## src/rtl/nexys_starship_btn_conditioner.sv

```systemverilog
// nexys_starship_btn_conditioner
//   Conditions raw Nexys push-buttons for the game FSM. Each button gets its
//   own channel: a 2-FF synchroniser followed by a debounce FSM that produces
//   a debounced level, a single-cycle press pulse and an auto-repeat pulse.
//
// Ports
//   Clk       in   1        system clock, posedge
//   Reset     in   1        asynchronous active-low reset
//   Btn_raw   in   NUM_BTN  raw button inputs, 1 = pressed
//   Btn_db    out  NUM_BTN  debounced level
//   Btn_scen  out  NUM_BTN  one-cycle pulse on press acceptance
//   Btn_mcen  out  NUM_BTN  pulse on acceptance, then every REPEAT_CYCLES held

// One button channel: synchroniser + debounce/repeat FSM.
module nexys_starship_btn_chan #(
    parameter int DEBOUNCE_CYCLES = 2500000,
    parameter int REPEAT_CYCLES   = 25000000,
    parameter int CW              = 26
) (
    input  logic Clk,
    input  logic Reset,
    input  logic raw,
    output logic db,
    output logic scen,
    output logic mcen
);
    localparam logic [CW-1:0] DB_LAST  = CW'(DEBOUNCE_CYCLES - 1);
    localparam logic [CW-1:0] REP_LAST = CW'(REPEAT_CYCLES - 1);

    typedef enum logic [2:0] {IDLE, WAITP, PRESS, HOLD, WAITR} state_t;

    state_t        state;
    logic [CW-1:0] cnt;
    logic [1:0]    sync_pipe;
    logic          s;
    logic [CW-1:0] cnt_inc;

    assign s = sync_pipe[1];
    // Saturating increment: the counter must never wrap back to zero.
    assign cnt_inc = (cnt == {CW{1'b1}}) ? cnt : cnt + 1'b1;

    always_ff @(posedge Clk or negedge Reset) begin
        if (!Reset) begin
            sync_pipe <= '0;
            state     <= IDLE;
            cnt       <= '0;
            db        <= 1'b0;
            scen      <= 1'b0;
            mcen      <= 1'b0;
        end else begin
            sync_pipe <= {sync_pipe[0], raw};
            // Pulses default low so each one is exactly one cycle wide.
            scen <= 1'b0;
            mcen <= 1'b0;
            case (state)
                IDLE: begin
                    cnt <= '0;
                    db  <= 1'b0;
                    if (s) state <= WAITP;
                end
                WAITP: begin
                    if (!s) begin
                        state <= IDLE;
                        cnt   <= '0;
                    end else if (cnt == DB_LAST) begin
                        state <= PRESS;
                        cnt   <= '0;
                        scen  <= 1'b1;
                        mcen  <= 1'b1;
                        db    <= 1'b1;
                    end else begin
                        cnt <= cnt_inc;
                    end
                end
                PRESS: begin
                    // Repeat interval starts counting from HOLD entry.
                    cnt   <= '0;
                    state <= s ? HOLD : WAITR;
                end
                HOLD: begin
                    if (!s) begin
                        state <= WAITR;
                        cnt   <= '0;
                    end else if (cnt == REP_LAST) begin
                        mcen <= 1'b1;
                        cnt  <= '0;
                    end else begin
                        cnt <= cnt_inc;
                    end
                end
                WAITR: begin
                    if (s) begin
                        // Release bounce: return to HOLD with a fresh repeat interval.
                        state <= HOLD;
                        cnt   <= '0;
                    end else if (cnt == DB_LAST) begin
                        state <= IDLE;
                        cnt   <= '0;
                        db    <= 1'b0;
                    end else begin
                        cnt <= cnt_inc;
                    end
                end
                default: begin
                    state <= IDLE;
                    cnt   <= '0;
                    db    <= 1'b0;
                end
            endcase
        end
    end
endmodule

module nexys_starship_btn_conditioner #(
    parameter int NUM_BTN         = 5,
    parameter int DEBOUNCE_CYCLES = 2500000,
    parameter int REPEAT_CYCLES   = 25000000
) (
    input  logic               Clk,
    input  logic               Reset,
    input  logic [NUM_BTN-1:0] Btn_raw,
    output logic [NUM_BTN-1:0] Btn_db,
    output logic [NUM_BTN-1:0] Btn_scen,
    output logic [NUM_BTN-1:0] Btn_mcen
);
    localparam int MAXC = (DEBOUNCE_CYCLES > REPEAT_CYCLES) ? DEBOUNCE_CYCLES : REPEAT_CYCLES;
    localparam int CW   = $clog2(MAXC) + 1;

    for (genvar i = 0; i < NUM_BTN; i++) begin : g_chan
        nexys_starship_btn_chan #(
            .DEBOUNCE_CYCLES(DEBOUNCE_CYCLES),
            .REPEAT_CYCLES  (REPEAT_CYCLES),
            .CW             (CW)
        ) u_chan (
            .Clk  (Clk),
            .Reset(Reset),
            .raw  (Btn_raw[i]),
            .db   (Btn_db[i]),
            .scen (Btn_scen[i]),
            .mcen (Btn_mcen[i])
        );
    end
endmodule

```

## config.mk

```make
export PLATFORM = sky130hd
export DESIGN_NAME = nexys_starship_btn_conditioner
export DESIGN_NICKNAME = d
export VERILOG_FILES = /design/src/rtl/nexys_starship_btn_conditioner.sv
export SDC_FILE = /design/constraint.sdc
export NUM_CORES = 1
export LEC_CHECK = 0
export CAP_MARGIN = 20
export CORE_UTILIZATION = 45
export DETAILED_ROUTE_END_ITERATION = 10
export RECOVER_POWER = 100
export SETUP_SLACK_MARGIN = 0.2
export SYNTH_ARGS = -nofsm -noshare
export SYNTH_HDL_FRONTEND = slang
export SYNTH_SLANG_ARGS = --single-unit
export TNS_END_PERCENT = 1
```

## constraint.sdc

```tcl
create_clock -name Clk -period 2.4 [get_ports Clk]
set_input_delay 0.24 -clock Clk [delete_from_list [all_inputs] [get_ports Clk]]
set_output_delay 0.24 -clock Clk [all_outputs]
set_load 0.01 [all_outputs]
```

# ---- Yosys cells after proc, flatten, opt, wreduce, memory -nomap -nowiden
# Index checks and enable logic that the tools add are counted.
dict set report word_totals {
  reg_bits 170
  inputBits 7
  out_inout_bits 15
  word_cells 265
}
dict set report op_classes {
  n_addsub 5
  eq_ne 75
  n_mux 130
  bitwise 5
  reduce_logical 20
}
# op count
set op_table {}
lappend op_table {{2-to-1 mux 26 bit} 30}
lappend op_table {{one-hot mux 26 bit (3 select lines)} 5}
lappend op_table {{adder 26 x 1 -> 26 bit (second input constant)} 5}
lappend op_table {{== test 26 x 22 -> 1 bit (second input constant)} 5}
lappend op_table {{== test 26 x 25 -> 1 bit (second input constant)} 5}
lappend op_table {{== test 26 bit (second input constant)} 5}
lappend op_table {{2-to-1 mux 3 bit} 35}
lappend op_table {{one-hot mux 3 bit (5 select lines)} 5}
lappend op_table {{2-to-1 mux 1 bit} 45}
lappend op_table {{!= test 2 x 1 -> 1 bit (second input constant)} 20}
lappend op_table {{== test 3 x 2 -> 1 bit (second input constant)} 10}
lappend op_table {{AND reduction 5 bit} 5}
lappend op_table {{!= test 2 bit (second input constant)} 10}
lappend op_table {{AND reduction 4 bit} 5}
lappend op_table {{== test 3 x 1 -> 1 bit (second input constant)} 5}
lappend op_table {{== test 3 bit (second input constant)} 5}
lappend op_table {{zero test 3 bit} 5}
lappend op_table {{!= test 3 x 1 -> 1 bit (second input constant)} 5}
lappend op_table {{!= test 3 bit (second input constant)} 5}
lappend op_table {{one-hot mux 1 bit (3 select lines)} 5}
lappend op_table {{one-hot mux 1 bit (2 select lines)} 5}
lappend op_table {{OR reduction 2 bit} 5}
lappend op_table {{inverter 1 bit} 5}

# ---- Longest topological paths before layout
# Gate-level depths: netlist of the first run.
dict set report depth {
  ltp_word 5
  depth_mapped 8
}

# ---- By module
# Synthesis of the first run repeated with hierarchy kept, for this count alone.
dict set report hier_totals {
  cells_unflattened 996
  area_unflattened_um2 9575.4
}
# mod instances cells_per_inst area_each_um2 seq_area_each_um2
set by_module_without_submodules {}
lappend by_module_without_submodules {{nexys_starship_btn_chan (g_chan[0].u_chan ...)} 4 199 1918.1 850.8}
lappend by_module_without_submodules {{nexys_starship_btn_chan (g_chan[4].u_chan)} 1 200 1903.1 850.8}

# ---- Least setup slack after synthesis of the first run
# No wires, ideal clock.
dict set report synth_timing {
  path_kind {register -> register}
  start {register g_chan[1].u_chan.cnt[15]}
  end {register g_chan[1].u_chan.cnt[10]}
  arrival_time_ns 2.018
  path_slack_ns 0.246
  stages_incl_launch_ff 8
  period_less_slack_ns 2.154
  path_cell_list {dfrtp_1 or4_1 or3_1 buf_6 o21a_1 a221oi_4 buf_6 a21oi_2}
}
dict set report synth_between {
  elab_chain_cells 5
  word_cells_on_any_way 10
  cone_classes {3 x eq/ne; 7 x mux}
}
# item line_no
set synth_lines {}
lappend synth_lines {{from (decl)} 33} ;# logic [CW-1:0] cnt;
lappend synth_lines {{from (signal assigned)} 72} ;# cnt <= cnt_inc;
lappend synth_lines {{from (signal assigned)} 88} ;# cnt <= cnt_inc;
lappend synth_lines {{from (signal assigned)} 101} ;# cnt <= cnt_inc;
lappend synth_lines {{== test 26 bit} 40} ;# assign cnt_inc = (cnt == {CW{1'b1}}) ? cnt : cnt + 1'b1;
lappend synth_lines {{2-to-1 mux 26 bit} 40}
lappend synth_lines {{2-to-1 mux 26 bit (on tied branches)} {65, 96, 84}}
lappend synth_lines {{2-to-1 mux 26 bit (on tied branches)} {92, 62, 81}}
lappend synth_lines {{one-hot mux 26 bit (3 select lines) (*)} 55} ;# case (state)
# Every way passes the cells marked *; elsewhere a longest branch is shown, timed or not.
# A chain may end at the register's enable or synchronous reset.

# ---- Worst setup path in the final report of the first run
dict set report layout_timing {
  start {register g_chan[4].u_chan.cnt[23]}
  end {register g_chan[4].u_chan.cnt[6]}
}
dict set report layout_between {
  elab_chain_cells 5
  word_cells_on_any_way 10
  cone_classes {3 x eq/ne; 7 x mux}
}
# item line_no
set layout_lines {}
lappend layout_lines {{from (decl)} 33}
lappend layout_lines {{from (signal assigned)} 72}
lappend layout_lines {{from (signal assigned)} 88}
lappend layout_lines {{from (signal assigned)} 101}
lappend layout_lines {{== test 26 bit} 40}
lappend layout_lines {{2-to-1 mux 26 bit} 40}
lappend layout_lines {{2-to-1 mux 26 bit (on tied branches)} {65, 96, 84}}
lappend layout_lines {{2-to-1 mux 26 bit (on tied branches)} {92, 62, 81}}
lappend layout_lines {{one-hot mux 26 bit (3 select lines) (*)} 55}
# Marks and branches as above.

==> results of run 1 <==
layout make-up:
cell class	instances	share of cell area, %
clock buffer	21	4.39
clock inverter	11	1.30
inverter	18	0.617
multi-input combinational	749	44.3
sequential	170	38.9
tap	270	3.09
timing repair buffer	86	7.43
layer usage:
layer / vias up / track usage (%) / part of all wire (%)
met5: - / 0 / 0
met4: 0 / 5.67 / 0.97
met3: 23 / 4.04 / 3.4
met2: 136 / 32.5 / 46
met1: 3825 / 30.7 / 50
li1: 3824 / - / -
flip-flops by register name, indices dropped and copies added, names as in the netlist:
name                     count
g_chan.u_chan.cnt          130
g_chan.u_chan.state         15
g_chan.u_chan.sync_pipe     10
g_chan.u_chan.db             5
g_chan.u_chan.mcen           5
g_chan.u_chan.scen           5
critical path, cell delays in order (launching register included):
cell and delay [ns]:
sky130_fd_sc_hd__dfrtp_1 0.42, sky130_fd_sc_hd__or4_1 0.53, sky130_fd_sc_hd__nor4_1 0.18, sky130_fd_sc_hd__or4b_1 0.49
sky130_fd_sc_hd__o211ai_2 0.12, sky130_fd_sc_hd__buf_12 0.20, sky130_fd_sc_hd__a22oi_1 0.10
through the flow:
step,utilization (%),hold slack [ns],setup slack (ns)
3_3_place_gp,50.3,0.198,0.151
4_1_cts,53.4,0.236,0.179
6_report,53.4,0.350,0.196
3_5_place_dp,50.3,0.201,0.0820
5_1_grt,53.4,0.355,0.0668
2_1_floorplan,-,-0.0556,0.246
path summary, 6_finish.rpt:
kind	start	end	slack (ns)	cells past startpoint
worst min register to register	g_chan[1].u_chan.sync_pipe[0]	g_chan[1].u_chan.sync_pipe[1]	0.35	0
worst max register to register	g_chan[4].u_chan.cnt[23]	g_chan[4].u_chan.cnt[6]	0.20	6
min in group asynchronous	Reset	g_chan[4].u_chan.cnt[0]	0.56	2
max in group asynchronous	Reset	g_chan[2].u_chan.cnt[1]	0.87	3
worst max-delay path	g_chan[4].u_chan.cnt[23]	g_chan[4].u_chan.cnt[6]	0.20	6
worst min-delay path	g_chan[1].u_chan.sync_pipe[0]	g_chan[1].u_chan.sync_pipe[1]	0.35	0
report_power, final:
group / internal [mW] / total, mW / leakage [nW] / switching, mW
registers: 2.89 / 2.92 / 2.33 / 0.0301
clock network: 1.74 / 2.89 / 0.305 / 1.14
logic: 0.0746 / 0.213 / 1.64 / 0.138
total: 4.71 / 6.02 / 4.28 / 1.31
synth_stat cells, types with 7 or more instances:
| cell type | count |
|---|---|
| sky130_fd_sc_hd__xor2_1 | 32 |
| sky130_fd_sc_hd__o31ai_1 | 7 |
| sky130_fd_sc_hd__or4_1 | 12 |
| sky130_fd_sc_hd__nand4_1 | 52 |
| sky130_fd_sc_hd__nor3_1 | 41 |
| sky130_fd_sc_hd__nor4b_1 | 14 |
| sky130_fd_sc_hd__or3_1 | 19 |
| sky130_fd_sc_hd__nor2_1 | 63 |
| sky130_fd_sc_hd__clkbuf_1 | 25 |
| sky130_fd_sc_hd__o21a_1 | 7 |
| sky130_fd_sc_hd__dfrtp_1 | 170 |
| sky130_fd_sc_hd__nor4bb_1 | 7 |
| sky130_fd_sc_hd__a21oi_2 | 17 |
| sky130_fd_sc_hd__a21oi_1 | 65 |
| sky130_fd_sc_hd__nand2_1 | 71 |
| sky130_fd_sc_hd__buf_4 | 15 |
| sky130_fd_sc_hd__a211oi_1 | 10 |
| sky130_fd_sc_hd__nor4_1 | 22 |
| sky130_fd_sc_hd__and4_1 | 24 |
| sky130_fd_sc_hd__nand3_1 | 48 |
| sky130_fd_sc_hd__inv_1 | 17 |
| sky130_fd_sc_hd__buf_2 | 16 |
| sky130_fd_sc_hd__mux2i_1 | 10 |
| sky130_fd_sc_hd__nand2b_1 | 8 |
| sky130_fd_sc_hd__o21ai_0 | 18 |
| sky130_fd_sc_hd__a31oi_1 | 9 |
| sky130_fd_sc_hd__a22oi_1 | 33 |
| sky130_fd_sc_hd__nand3b_1 | 8 |
| sky130_fd_sc_hd__xnor2_1 | 54 |
| sky130_fd_sc_hd__and3_1 | 21 |
what timing repair did:
item                                    CTS  global route
pin swaps                                 1             6
gates resized for setup                   4            10
endpoints found under the hold margin    40             0
hold buffers                              1             0
buffers inserted                          0             6
endpoints found under the setup margin   30           110
cell families after synthesis:
family                   count (synthesis)  synth area share [%]
XOR/XNOR                                86                  7.89
adder cells (fa/ha/maj)                  5                 0.655
flip-flops                             170                  44.5
AND/OR/NAND/NOR                        447                  26.9
AO/OA/AOI/OAI                          200                  14.4
multiplexers                            11                  1.17
buffers and inverters                   82                  4.49
==> impl_metrics.csv, run 1 <==
group,metric,value,unit
run,maxCapViolCount,0,
clock_network,cts-buffers-inserted,17,
clock_network,cts_root_buffer,"sky130_fd_sc_hd__clkbuf_16",
grt,grt_pass1_wl,37800,um
critical_path,timing.critical_path.fanout_max,26,
detailed_routing,postRouteWirelength,21800,um
critical_path,critPathArrivalTime,2.49,ns
power,power.total,6.02,mW
timing,slew_violations,0,
timing,final.setup.tns,0,ns
clock_network,latest_clock_arrival_within_the_worst_skew_pair,0.43,ns
floorplan,io_pins,22,
grt,first_global_vias,7489,
power,maximum_vdd_ir_drop,0.000425,V
timing,timing.clock.skew,0.0106,ns
floorplan,initial_core_util,46.6,%
critical_path,timing.critical_path.from_type,"register",
detailed_routing,route.detailed.vias_per_inst,5.89,
synthesis,ys_warn_count,0,
cells_and_area,regArea,0.00426,mm2
timing,setup_violations_final,0,
synthesis,ys_async_sr_fraction,100,%
cells_and_area,layout-area-overhead-vs-synth,14.6,%
timing,max_freq,0.454,GHz
timing,min_period_over_period,91.8,%
cells_and_area,mostFrequentLayoutCells,"sky130_fd_sc_hd__dfrtp_1, sky130_fd_sc_hd__a21oi_1, sky130_fd_sc_hd__nand2_1, sky130_fd_sc_hd__nor2_1, sky130_fd_sc_hd__xnor2_1",
synthesis,ys_seq_elements,170,
synthesis,post_synthesis_instance_area,0.00955,mm2
detailed_routing,detailroute.via_count,7808,
cells_and_area,fillerInstances,1899,
clock_network,cts-htree-levels,4,
power,p_per_area,551,mW/mm2
grt,antenna_violations_before_repair,0,
synthesis,yosysSeqAreaShare,44.5,%
clock_network,tritoncts_num_sinks,170,
grt,grt_util_all_layers,21.2,%
floorplan,floorplan.die.width,148,um
place,placedCellCount,1286,
floorplan,placementRows,52,
place,place_congestion,0.894,
synthesis,mapped_nets,1013,
floorplan,core_area,0.0205,mm2
synthesis,postSynth.topFlopCell,"sky130_fd_sc_hd__dfrtp_1",
timing,tightest_slew,1.12,ns
cells_and_area,post_layout_nonfiller_instances,1325,
timing,rsz_0062_raised_after_global_routing,"true",
floorplan,die_height,148,um
timing,period_needed,2.20,ns
synthesis,synth.lib_cells_used.distinct,71,
floorplan,floorplan.die_area,0.0218,mm2
cells_and_area,multiInputGateArea,0.00484,mm2
cells_and_area,postLayoutCellArea,0.0109,mm2
cells_and_area,design.final.nets,1054,
clock_network,clk_transition_reported_paths,0.06,ns
synthesis,synth_largest_type_area_fraction,44.5,%
grt,grt_max_degree,72,
detailed_routing,route.detailed.wl_per_inst,16.4,um
cells_and_area,share_of_layout_cells_above_drive_strength_1,11.7,%
detailed_routing,drt_pre_antenna_iters,5,
critical_path,worstPathRequired,2.68,ns
place,numPortBuffers,21,
timing,final_hold_viol_count,0,
detailed_routing,dr.first_iter.drc_count,468,
synthesis,yosysTopAreaCell,"sky130_fd_sc_hd__dfrtp_1",
detailed_routing,drt.antenna.violating_nets,0,
place,placed_area,0.0103,mm2
cells_and_area,antenna-diode-count,0,
timing,worst_slew_margin_rel,25.5,%
clock_network,cts_tree,"yes",
synthesis,synthesis.instances,1001,
place,dp.final_hpwl,14900,um
synthesis,postSynthAreaPerCell,9.54,um2
critical_path,crit_type,"reg -> reg",
outcome,run_status,"finished, final reports clean",
critical_path,crit_path_end_kind,"register",
cells_and_area,final_common_cell,"sky130_fd_sc_hd__dfrtp_1",
detailed_routing,drc,0,
synthesis,synth_area_leaders,"sky130_fd_sc_hd__dfrtp_1, sky130_fd_sc_hd__xnor2_1, sky130_fd_sc_hd__a21oi_1, sky130_fd_sc_hd__nand4_1, sky130_fd_sc_hd__xor2_1",
clock_network,max-clock-path-buffers,2,
power,p_leak,4.28,nW
worst_hold_path,worst_hold_class,"reg -> reg",
grt,grt.overflow.total,0,
synthesis,number_of_flops_mapped_to_enable_cells_by_yosys,0,
(Power assumes the default switching activity.)
==> run 2, diff against run 1 <==
PLACE_DENSITY = 0.64   (was unset)
REMOVE_ABC_BUFFERS = 1   (was unset)
==> run 2 against run 1 <==
The flow now finishes with violations (max-capacitance violations, max-slew violations). Largest power group unchanged. Combinational power grew 14%. Sequential power is essentially flat. Critical endpoint is now g_chan[1].u_chan.cnt[13]. Sequential share of layout area shrank 0.47 points. Power shrank 2.1%.
==> impl_metrics.csv, run 2 (same netlist as run 1, synthesis figures left out) <==
group,metric,value,unit
outcome,run_status,"finished with violations",
outcome,violated_checks,"max-capacitance violations, max-slew violations",
grt,first_global_vias,7449,
critical_path,timing.rr.start,"g_chan[1].u_chan.cnt[9]",
cells_and_area,layout-area-overhead-vs-synth,16.0,%
clock_network,cts_tree,"yes",
grt,grt_max_degree,63,
timing,min_period_over_period,93.2,%
power,p_leak,4.37,nW
timing,worst_slew_margin_rel,-10.7,%
cells_and_area,share_of_layout_cells_above_drive_strength_1,13.6,%
place,dp_slack,0.0871,ns
floorplan,die_height,148,um
grt,grt.overflow.total,0,
cells_and_area,design.final.nets,1068,
timing,max_freq,0.447,GHz
critical_path,worstPathRequired,2.71,ns
floorplan,placementRows,52,
critical_path,timing.critical_path.fanout_max,8,
clock_network,cts-buffers-inserted,17,
clock_network,max-clock-path-buffers,2,
timing,final_hold_viol_count,0,
cells_and_area,largest_reg_flops,130,
floorplan,floorplan.die.width,148,um
timing,period_needed,2.24,ns
clock_network,clk_transition_reported_paths,0.07,ns
detailed_routing,drt.antenna.violating_nets,0,
detailed_routing,dr.first_iter.drc_count,542,
grt,grt_pass1_wl,37400,um
critical_path,worst-r2r-cell-count,6,
run,maxCapViolCount,1,
worst_hold_path,worst_hold_class,"reg -> reg",
grt,grt_util_all_layers,21.0,%
timing,timing.clock.skew,0.00802,ns
timing,tightest_slew,1.66,ns
detailed_routing,postRouteWirelength,22400,um
power,power.total,5.90,mW
power,maximum_vdd_ir_drop,0.000412,V
detailed_routing,detailroute.via_count,7982,
place,numPortBuffers,21,
floorplan,initial_core_util,46.6,%
place,dp.final_hpwl,14700,um
detailed_routing,drc,0,
cells_and_area,fillerInstances,1900,
cells_and_area,regArea,0.00426,mm2
worst_hold_path,holdPathStages,0,
cells_and_area,max_flop_register,"g_chan.u_chan.cnt",
cells_and_area,antenna-diode-count,0,
timing,setup_violations_final,0,
critical_path,crit_path_end_kind,"register",
critical_path,worstReg2RegEnd,"g_chan[1].u_chan.cnt[13]",
critical_path,timing.critical_path.from_type,"register",
critical_path,crit_type,"reg -> reg",
timing,rsz_0062_raised_after_global_routing,"true",
floorplan,io_pins,22,
timing,final.setup.worst_slack,0.164,ns
worst_hold_path,min_delay_worst_endpoint,"g_chan[2].u_chan.sync_pipe[1]",
cells_and_area,largest_registers,"g_chan.u_chan.cnt (130), g_chan.u_chan.state (15), g_chan.u_chan.sync_pipe (10)",
grt,antenna_violations_before_repair,0,
detailed_routing,drt_pre_antenna_iters,5,
clock_network,cts_root_buffer,"sky130_fd_sc_hd__clkbuf_16",
cells_and_area,final_common_cell,"sky130_fd_sc_hd__dfrtp_1",
detailed_routing,route.detailed.wl_per_inst,16.7,um
worst_hold_path,hold_start,"g_chan[2].u_chan.sync_pipe[0]",
cells_and_area,postLayoutCellArea,0.0111,mm2
power,p_per_area,532,mW/mm2
timing,slew_violations,60,
place,placed_area,0.0103,mm2
place,place_congestion,0.874,
critical_path,critPathArrivalTime,2.55,ns
cells_and_area,multiInputGateArea,0.00488,mm2
clock_network,tritoncts_num_sinks,170,
detailed_routing,route.detailed.vias_per_inst,5.96,
floorplan,core_area,0.0205,mm2
floorplan,floorplan.die_area,0.0218,mm2
cells_and_area,mostFrequentLayoutCells,"sky130_fd_sc_hd__dfrtp_1, sky130_fd_sc_hd__a21oi_1, sky130_fd_sc_hd__nand2_1, sky130_fd_sc_hd__nor2_1, sky130_fd_sc_hd__buf_4",
clock_network,latest_clock_arrival_within_the_worst_skew_pair,0.44,ns
critical_path,timing.reg2reg.setup_slack,0.16,ns
critical_path,crit_path_start,"g_chan[1].u_chan.cnt[9]",
clock_network,cts-htree-levels,4,
==> run 2: layout make-up <==
cell class / instances / share of cell area, %
multi-input cells: 749 / 44.1
flip-flops and latches: 170 / 38.4
repair buffers: 100 / 8.61
clock buffers: 21 / 4.15
well taps: 270 / 3.05
clock inverters: 11 / 1.09
inverters: 18 / 0.610
==> run 2: where the power goes <==
part	switching [mW]	internal [mW]
Sequential	0.0305	2.89
Combinational	0.147	0.0950
Clock	1.15	1.58
Total	1.33	4.57
==> run 2: critical path: stages (launching register included) <==
cell and delay [ns]:
sky130_fd_sc_hd__dfrtp_2 0.45, sky130_fd_sc_hd__or4_1 0.52, sky130_fd_sc_hd__or3_4 0.34, sky130_fd_sc_hd__o21a_1 0.14
sky130_fd_sc_hd__a221oi_4 0.37, sky130_fd_sc_hd__clkbuf_16 0.24, sky130_fd_sc_hd__a21oi_1 0.04
==> run 2: per-layer routing <==
layer,vias up,wire length (um),share of wire [%],GRT usage [%]
li1,3852,-,-,-
met1,3914,11100,50,31.0
met2,191,10100,45,31.3
met3,25,883,3.9,3.40
met4,0,355,1.6,6.86
met5,-,0,0,0
==> run 2: how the worst max path moves through the flow <==
stage,slack (ns),end,cells after the start
floorplan,-0.22,g_chan[1].u_chan.cnt[25],5
global placement,0.11,g_chan[3].u_chan.cnt[4],7
detailed placement,0.09,g_chan[3].u_chan.cnt[4],7
CTS,0.17,g_chan[4].u_chan.cnt[8],6
global route,0.06,g_chan[1].u_chan.cnt[13],7
finish,0.16,g_chan[1].u_chan.cnt[13],6
==> run 2: repair_timing <==
action	in CTS	in global routing
gates cloned	1	5
buffers inserted	2	12
hold endpoints to repair	59	0
endpoints found under the setup margin	51	93
hold buffers	1	0
pin swaps	1	4
resized for setup	5	30
==> run 2: metrics by stage <==
step	cells	hold WS [ns]	TNS (ns)	util, %
after floorplan	937	-0.0556	-2.90	-
after global placement	1286	0.267	0	50.1
after detailed placement	1286	0.277	0	50.1
after CTS	1322	0.230	0	53.3
after global routing	1339	0.360	0	54.1
final	1339	0.348	0	54.1
